### config.mk
export PLATFORM = sky130hd
export DESIGN_NAME = xor_frame_checksum
export DESIGN_NICKNAME = d
export VERILOG_FILES = /design/src/rtl/xor_pkg.sv /design/src/rtl/xor_word_reduce.sv /design/src/rtl/xor_frame_checksum.sv
export SDC_FILE = /design/constraint.sdc
export NUM_CORES = 1
export LEC_CHECK = 0
export CAP_MARGIN = 20
export CORE_MARGIN = 5
export CORE_UTILIZATION = 30
export DETAILED_ROUTE_END_ITERATION = 12
export PLACE_DENSITY = 0.52
export SLEW_MARGIN = 20
export SYNTH_ARGS = -nofsm -noshare
export SYNTH_HDL_FRONTEND = slang
export SYNTH_SLANG_ARGS = --single-unit
### constraint.sdc
create_clock -name clk -period 2.9 [get_ports clk]
set_clock_uncertainty 0.05 [all_clocks]
set_input_delay 0.725 -clock clk [delete_from_list [all_inputs] [get_ports clk]]
set_output_delay 0.725 -clock clk [all_outputs]
set_load 0.02 [all_outputs]
### src/rtl/xor_pkg.sv
// Shared types and helpers for the XOR frame checksum block.
package xor_pkg;

   typedef enum logic {
      ACCUM = 1'b0,
      HOLD  = 1'b1
   } xor_state_t;

   function automatic int sat_inc(input int cnt, input int max);
      return (cnt >= max) ? max : cnt + 1;
   endfunction

endpackage

### src/rtl/xor_word_reduce.sv
// Word-wide XOR of two operands plus the odd parity of the result.
module xor_word_reduce #(
   parameter int WIDTH = 8
) (
   input  logic [WIDTH-1:0] a_i,
   input  logic [WIDTH-1:0] b_i,
   output logic [WIDTH-1:0] y_o,
   output logic             parity_o
);

   assign y_o      = a_i ^ b_i;
   assign parity_o = ^y_o;

endmodule

### src/rtl/xor_frame_checksum.sv
// Streams WIDTH-bit words over valid/ready, XOR-accumulating a frame and
// presenting checksum, parity, saturating word count and overflow on the last beat.
//
// state | meaning
// ACCUM | collecting beats, in_ready high
// HOLD  | frame result presented, waiting for out_ready
module xor_frame_checksum
   import xor_pkg::*;
#(
   parameter  int WIDTH     = 8,
   parameter  int MAX_WORDS = 16,
   localparam int CNT_W     = $clog2(MAX_WORDS + 1)
) (
   input  logic             clk,
   input  logic             rst,
   input  logic             in_valid,
   output logic             in_ready,
   input  logic [WIDTH-1:0] in_data,
   input  logic             in_last,
   output logic             out_valid,
   input  logic             out_ready,
   output logic [WIDTH-1:0] out_checksum,
   output logic             out_parity,
   output logic [CNT_W-1:0] out_count,
   output logic             out_overflow
);

   xor_state_t       state_q, state_d;
   logic [WIDTH-1:0] acc_q, acc_d;
   logic [CNT_W-1:0] cnt_q, cnt_d;
   logic             ovf_q, ovf_d;
   logic             out_valid_q, out_valid_d;
   logic [WIDTH-1:0] out_checksum_q, out_checksum_d;
   logic             out_parity_q, out_parity_d;
   logic [CNT_W-1:0] out_count_q, out_count_d;
   logic             out_overflow_q, out_overflow_d;

   logic             accept;
   logic [WIDTH-1:0] data_gated;
   logic [WIDTH-1:0] acc_next;
   logic             acc_next_parity;
   logic [CNT_W-1:0] cnt_inc;
   logic             cnt_at_max;

   assign in_ready = (state_q == ACCUM);
   assign accept   = in_valid & in_ready;

   // Idle-cycle data is forced to zero so junk on in_data never reaches acc.
   assign data_gated = accept ? in_data : '0;

   xor_word_reduce #(
      .WIDTH (WIDTH)
   ) u_reduce (
      .a_i      (acc_q),
      .b_i      (data_gated),
      .y_o      (acc_next),
      .parity_o (acc_next_parity)
   );

   assign cnt_inc    = CNT_W'(sat_inc(int'(cnt_q), MAX_WORDS));
   assign cnt_at_max = (cnt_q == CNT_W'(MAX_WORDS));

   always_comb begin
      state_d        = state_q;
      acc_d          = acc_q;
      cnt_d          = cnt_q;
      ovf_d          = ovf_q;
      out_valid_d    = out_valid_q;
      out_checksum_d = out_checksum_q;
      out_parity_d   = out_parity_q;
      out_count_d    = out_count_q;
      out_overflow_d = out_overflow_q;

      unique case (state_q)
         ACCUM: begin
            if (accept) begin
               if (in_last) begin
                  out_checksum_d = acc_next;
                  out_parity_d   = acc_next_parity;
                  out_count_d    = cnt_inc;
                  out_overflow_d = ovf_q | cnt_at_max;
                  out_valid_d    = 1'b1;
                  acc_d          = '0;
                  cnt_d          = '0;
                  ovf_d          = 1'b0;
                  state_d        = HOLD;
               end else begin
                  acc_d = acc_next;
                  cnt_d = cnt_inc;
                  ovf_d = ovf_q | cnt_at_max;
               end
            end
         end
         HOLD: begin
            // Result registers keep their values after the handshake.
            if (out_ready) begin
               out_valid_d = 1'b0;
               state_d     = ACCUM;
            end
         end
         default: state_d = ACCUM;
      endcase
   end

   always_ff @(posedge clk) begin
      if (rst) begin
         state_q        <= ACCUM;
         acc_q          <= '0;
         cnt_q          <= '0;
         ovf_q          <= 1'b0;
         out_valid_q    <= 1'b0;
         out_checksum_q <= '0;
         out_parity_q   <= 1'b0;
         out_count_q    <= '0;
         out_overflow_q <= 1'b0;
      end else begin
         state_q        <= state_d;
         acc_q          <= acc_d;
         cnt_q          <= cnt_d;
         ovf_q          <= ovf_d;
         out_valid_q    <= out_valid_d;
         out_checksum_q <= out_checksum_d;
         out_parity_q   <= out_parity_d;
         out_count_q    <= out_count_d;
         out_overflow_q <= out_overflow_d;
      end
   end

   assign out_valid    = out_valid_q;
   assign out_checksum = out_checksum_q;
   assign out_parity   = out_parity_q;
   assign out_count    = out_count_q;
   assign out_overflow = out_overflow_q;

endmodule

==> impl_summary.log <==
[metrics] status: finished, final reports clean
[metrics] fraction of synthesized area in multiplexers: 0%
[metrics] asr flop ratio synth: 0%
[metrics] number of gates given a new drive strength after cts: 0
[metrics] via count: 1063
[metrics] library cells used by synthesis: 23
[metrics] area of the multi-input gates: 657 um^2
[metrics] number of clock buffers inserted by TritonCTS: 5
[metrics] post-synthesis adder-cell area fraction: 1.89%
[metrics] area fraction in compound gates after synthesis: 13.6%
[metrics] cell type with the highest aggregate area in the netlist: dfxtp_1
[metrics] time the worst path needs with I/O delays and setup: 2.18 ns
[metrics] count of warnings emitted by yosys: 0
[metrics] total detailed-routing wirelength: 2.89 mm
[metrics] ANT cells: 0
[metrics] TritonCTS clock tree: built
[metrics] number of global-route vias before repair: 1051
[metrics] RSZ-0062 raised after global routing: false
[metrics] Total Die Area: 5860 um^2
[metrics] leading cell type by number of instances after synthesis: dfxtp_1
[metrics] FP Rows: 24
[metrics] Final Max Tran Viols: 0
[metrics] required time at the worst-slack endpoint: 3.00 ns
[metrics] endpoint class of the critical path: flip-flop
[metrics] number of levels the H-tree was split into: 2
[metrics] placed cell area: 1670 um^2
[metrics] via-per-instance ratio: 4.52
[metrics] average wire per standard cell: 12.3 um
[metrics] post-synth net total: 168
[metrics] flip-flop and latch count after synthesis: 31
[metrics] Non-Filler Cell Area, Final: 1750 um^2
[metrics] layout cells sized above 1: 6.01%
[metrics] vertical extent of the die: 76.5 um
[metrics] Mapped Cells: 153
[metrics] global-route total usage across every layer: 10.1%
[metrics] number of hold-slack violations in the final timing report: 0
[metrics] Worst Setup Path Type: input pin to flip-flop
[metrics] violation count after the first detailed-route iteration: 28
[metrics] clock root buffer: clkbuf_8
[metrics] Residual DRC: 0
[metrics] worst vdd rail ir drop: 0.230 mV
[metrics] Finish-stage setup viols: 0
[metrics] leakage power summed over all cells: 0.618 nW
[metrics] number of antenna violations at the first check in global routing: 0
[metrics] # clock sinks: 31
[metrics] data arrival time of the critical path: 2.29 ns
[metrics] ranking of synthesized cells by instance count: dfxtp_1, nor2_1, xnor2_1
[metrics] post-synthesis to final-layout area growth: 32.1%
[metrics] top cell type's share of synthesized area: 46.7%
[metrics] post-CTS repair timing setup buffer count: 0
[metrics] Simple-Gate Fraction of Synth Area: 18.9%
[metrics] areal power density over the cells: 566 nW/um^2
[metrics] path category of the worst min-delay check: flip-flop to flip-flop
[metrics] first drt pass iteration count: 4
[metrics] Cell Area, Synth: 1330 um^2
[metrics] predominant post-synthesis flop cell: dfxtp_1
[metrics] detailed placement HPWL: 2.14 mm
[metrics] Starting Density: 30.7%
[metrics] MaxCap Viol Count: 0
[metrics] I/O Buffers: 29
[metrics] total negative slack: 0 ns
[metrics] number of nets in the layout: 198
[metrics] pin count of the biggest net entering global routing: 24
[metrics] top-level I/O count: 30
[metrics] slew at the pin closest to its max-slew limit: 0.436 ns
[metrics] maximum number of buffers from clock root to sink: 2
[metrics] number of buffers inserted by hold repair at cts: 0
[metrics] critical path peak fanout: 10
[metrics] highest achievable clock rate: 458 MHz
[metrics] synthesized area per cell: 8.68 um^2
[metrics] global-route wire length before repair: 4.62 mm
[metrics] startpoint type of the worst setup path: input pin
[metrics] Congestion Overflow GR: 0
[metrics] Final period util: 75.2%
[metrics] main combinational cell family by area after synthesis: simple AND/OR/NAND/NOR gates
[metrics] clock latency on the worst-skew pair: 0.28 ns
[metrics] largest cells by area after synthesis: dfxtp_1, xnor2_1, nor2_1, a211oi_1, xor2_1
[metrics] core footprint: 4320 um^2
[metrics] sequential cell area in the final layout: 621 um^2
[metrics] Relative slew margins: 70.7%
[metrics] number of routed nets with antenna violations: 0
[metrics] Chip Width: 76.5 um
[metrics] fraction of the yosys area taken by sequential cells: 46.7%
[metrics] final-layout fill cell count: 444
[metrics] clock transition at the registers of the reported paths: 0.06 ns
[metrics] EDFF count, synth: 0
[metrics] last weighted congestion value of the routability-driven placer: 0.749
[metrics] share of the synthesized netlist area taken by xor and xnor gates: 15.2%
==> path summary, 6_finish.rpt <==
kind | start | to | slack, ns | cells after the start
worst min register to register | out_valid$_SDFFE_PP0P_ | out_valid$_SDFFE_PP0P_ | 0.41 | 2
worst max register to register | state_q$_SDFF_PP0_ | cnt_q[4]$_SDFFE_PP0P_ | 1.32 | 4
worst min-delay path | out_valid$_SDFFE_PP0P_ | out_valid$_SDFFE_PP0P_ | 0.41 | 2
worst max-delay path | in_valid | cnt_q[4]$_SDFFE_PP0P_ | 0.72 | 5
==> state kept, by name, summed over array words and instances (netlist names) <==
register      count
ovf_q             1
out_count         5
acc_q             8
out_checksum      8
out_parity        1
out_valid         1
cnt_q             5
out_overflow      1
state_q           1
==> critical path, cell delays in order <==
cell             delay, ns
clkdlybuf4s50_1       0.47
nor2b_1               0.36
nand2_1               0.30
nand2b_1              0.33
nor3_1                0.10
==> layout by cell type (no fill, tap or decap), drive strengths merged, types with 3 or more instances in the layout <==
| cell | instances |
|---|---|
| dfxtp | 31 |
| nor2 | 29 |
| clkdlybuf4s50 | 29 |
| xnor2 | 17 |
| nand2 | 13 |
| a211oi | 11 |
| a21oi | 10 |
| nor3 | 6 |
| xor2 | 6 |
| clkbuf | 6 |
| inv | 3 |
| o21ai | 3 |
| buf | 3 |
==> metal layers <==
metal	global-route usage [%]	routed length, um
met1	11.7	1390
met2	15.9	1310
met3	3.78	126
met4	5.24	62
met5	0	0
==> cells by family after synthesis <==
group	count (synthesis)
compound gates	28
xor+xnor	23
fa+ha+maj	2
buf+inv	12
flops	31
simple gates	57
==> layout make-up <==
cell class	instances	area share (%)
Inverter	3	0.642
Clock inverter	1	0.285
Multi-Input combinational cell	110	37.4
Timing Repair Buffer	32	17.8
Sequential cell	31	35.4
Tap cell	52	3.71
Clock buffer	6	4.71
==> report_power, final <==
part | internal (W) | leakage [nW] | switching, W | total [W]
Combinational | 0.0000946 | 0.318 | 0.0000970 | 0.000192
Clock | 0.000186 | 0.0470 | 0.000153 | 0.000339
Sequential | 0.000449 | 0.253 | 0.0000146 | 0.000464
==> metrics by stage <==
stage	total power [W]	util (%)	hold WS, ns	worst slack, ns	instances
2_1_floorplan	0.000598	-	0.418	1.19	153
3_3_place_gp	0.000665	38.5	0.407	0.514	228
3_5_place_dp	0.000666	38.5	0.399	0.436	228
4_1_cts	0.00101	40.6	0.411	0.730	235
5_1_grt	0.00104	40.6	0.431	0.601	235
6_report	0.000994	40.6	0.409	0.718	235
No activity file was read; power rests on OpenSTA's default activity.
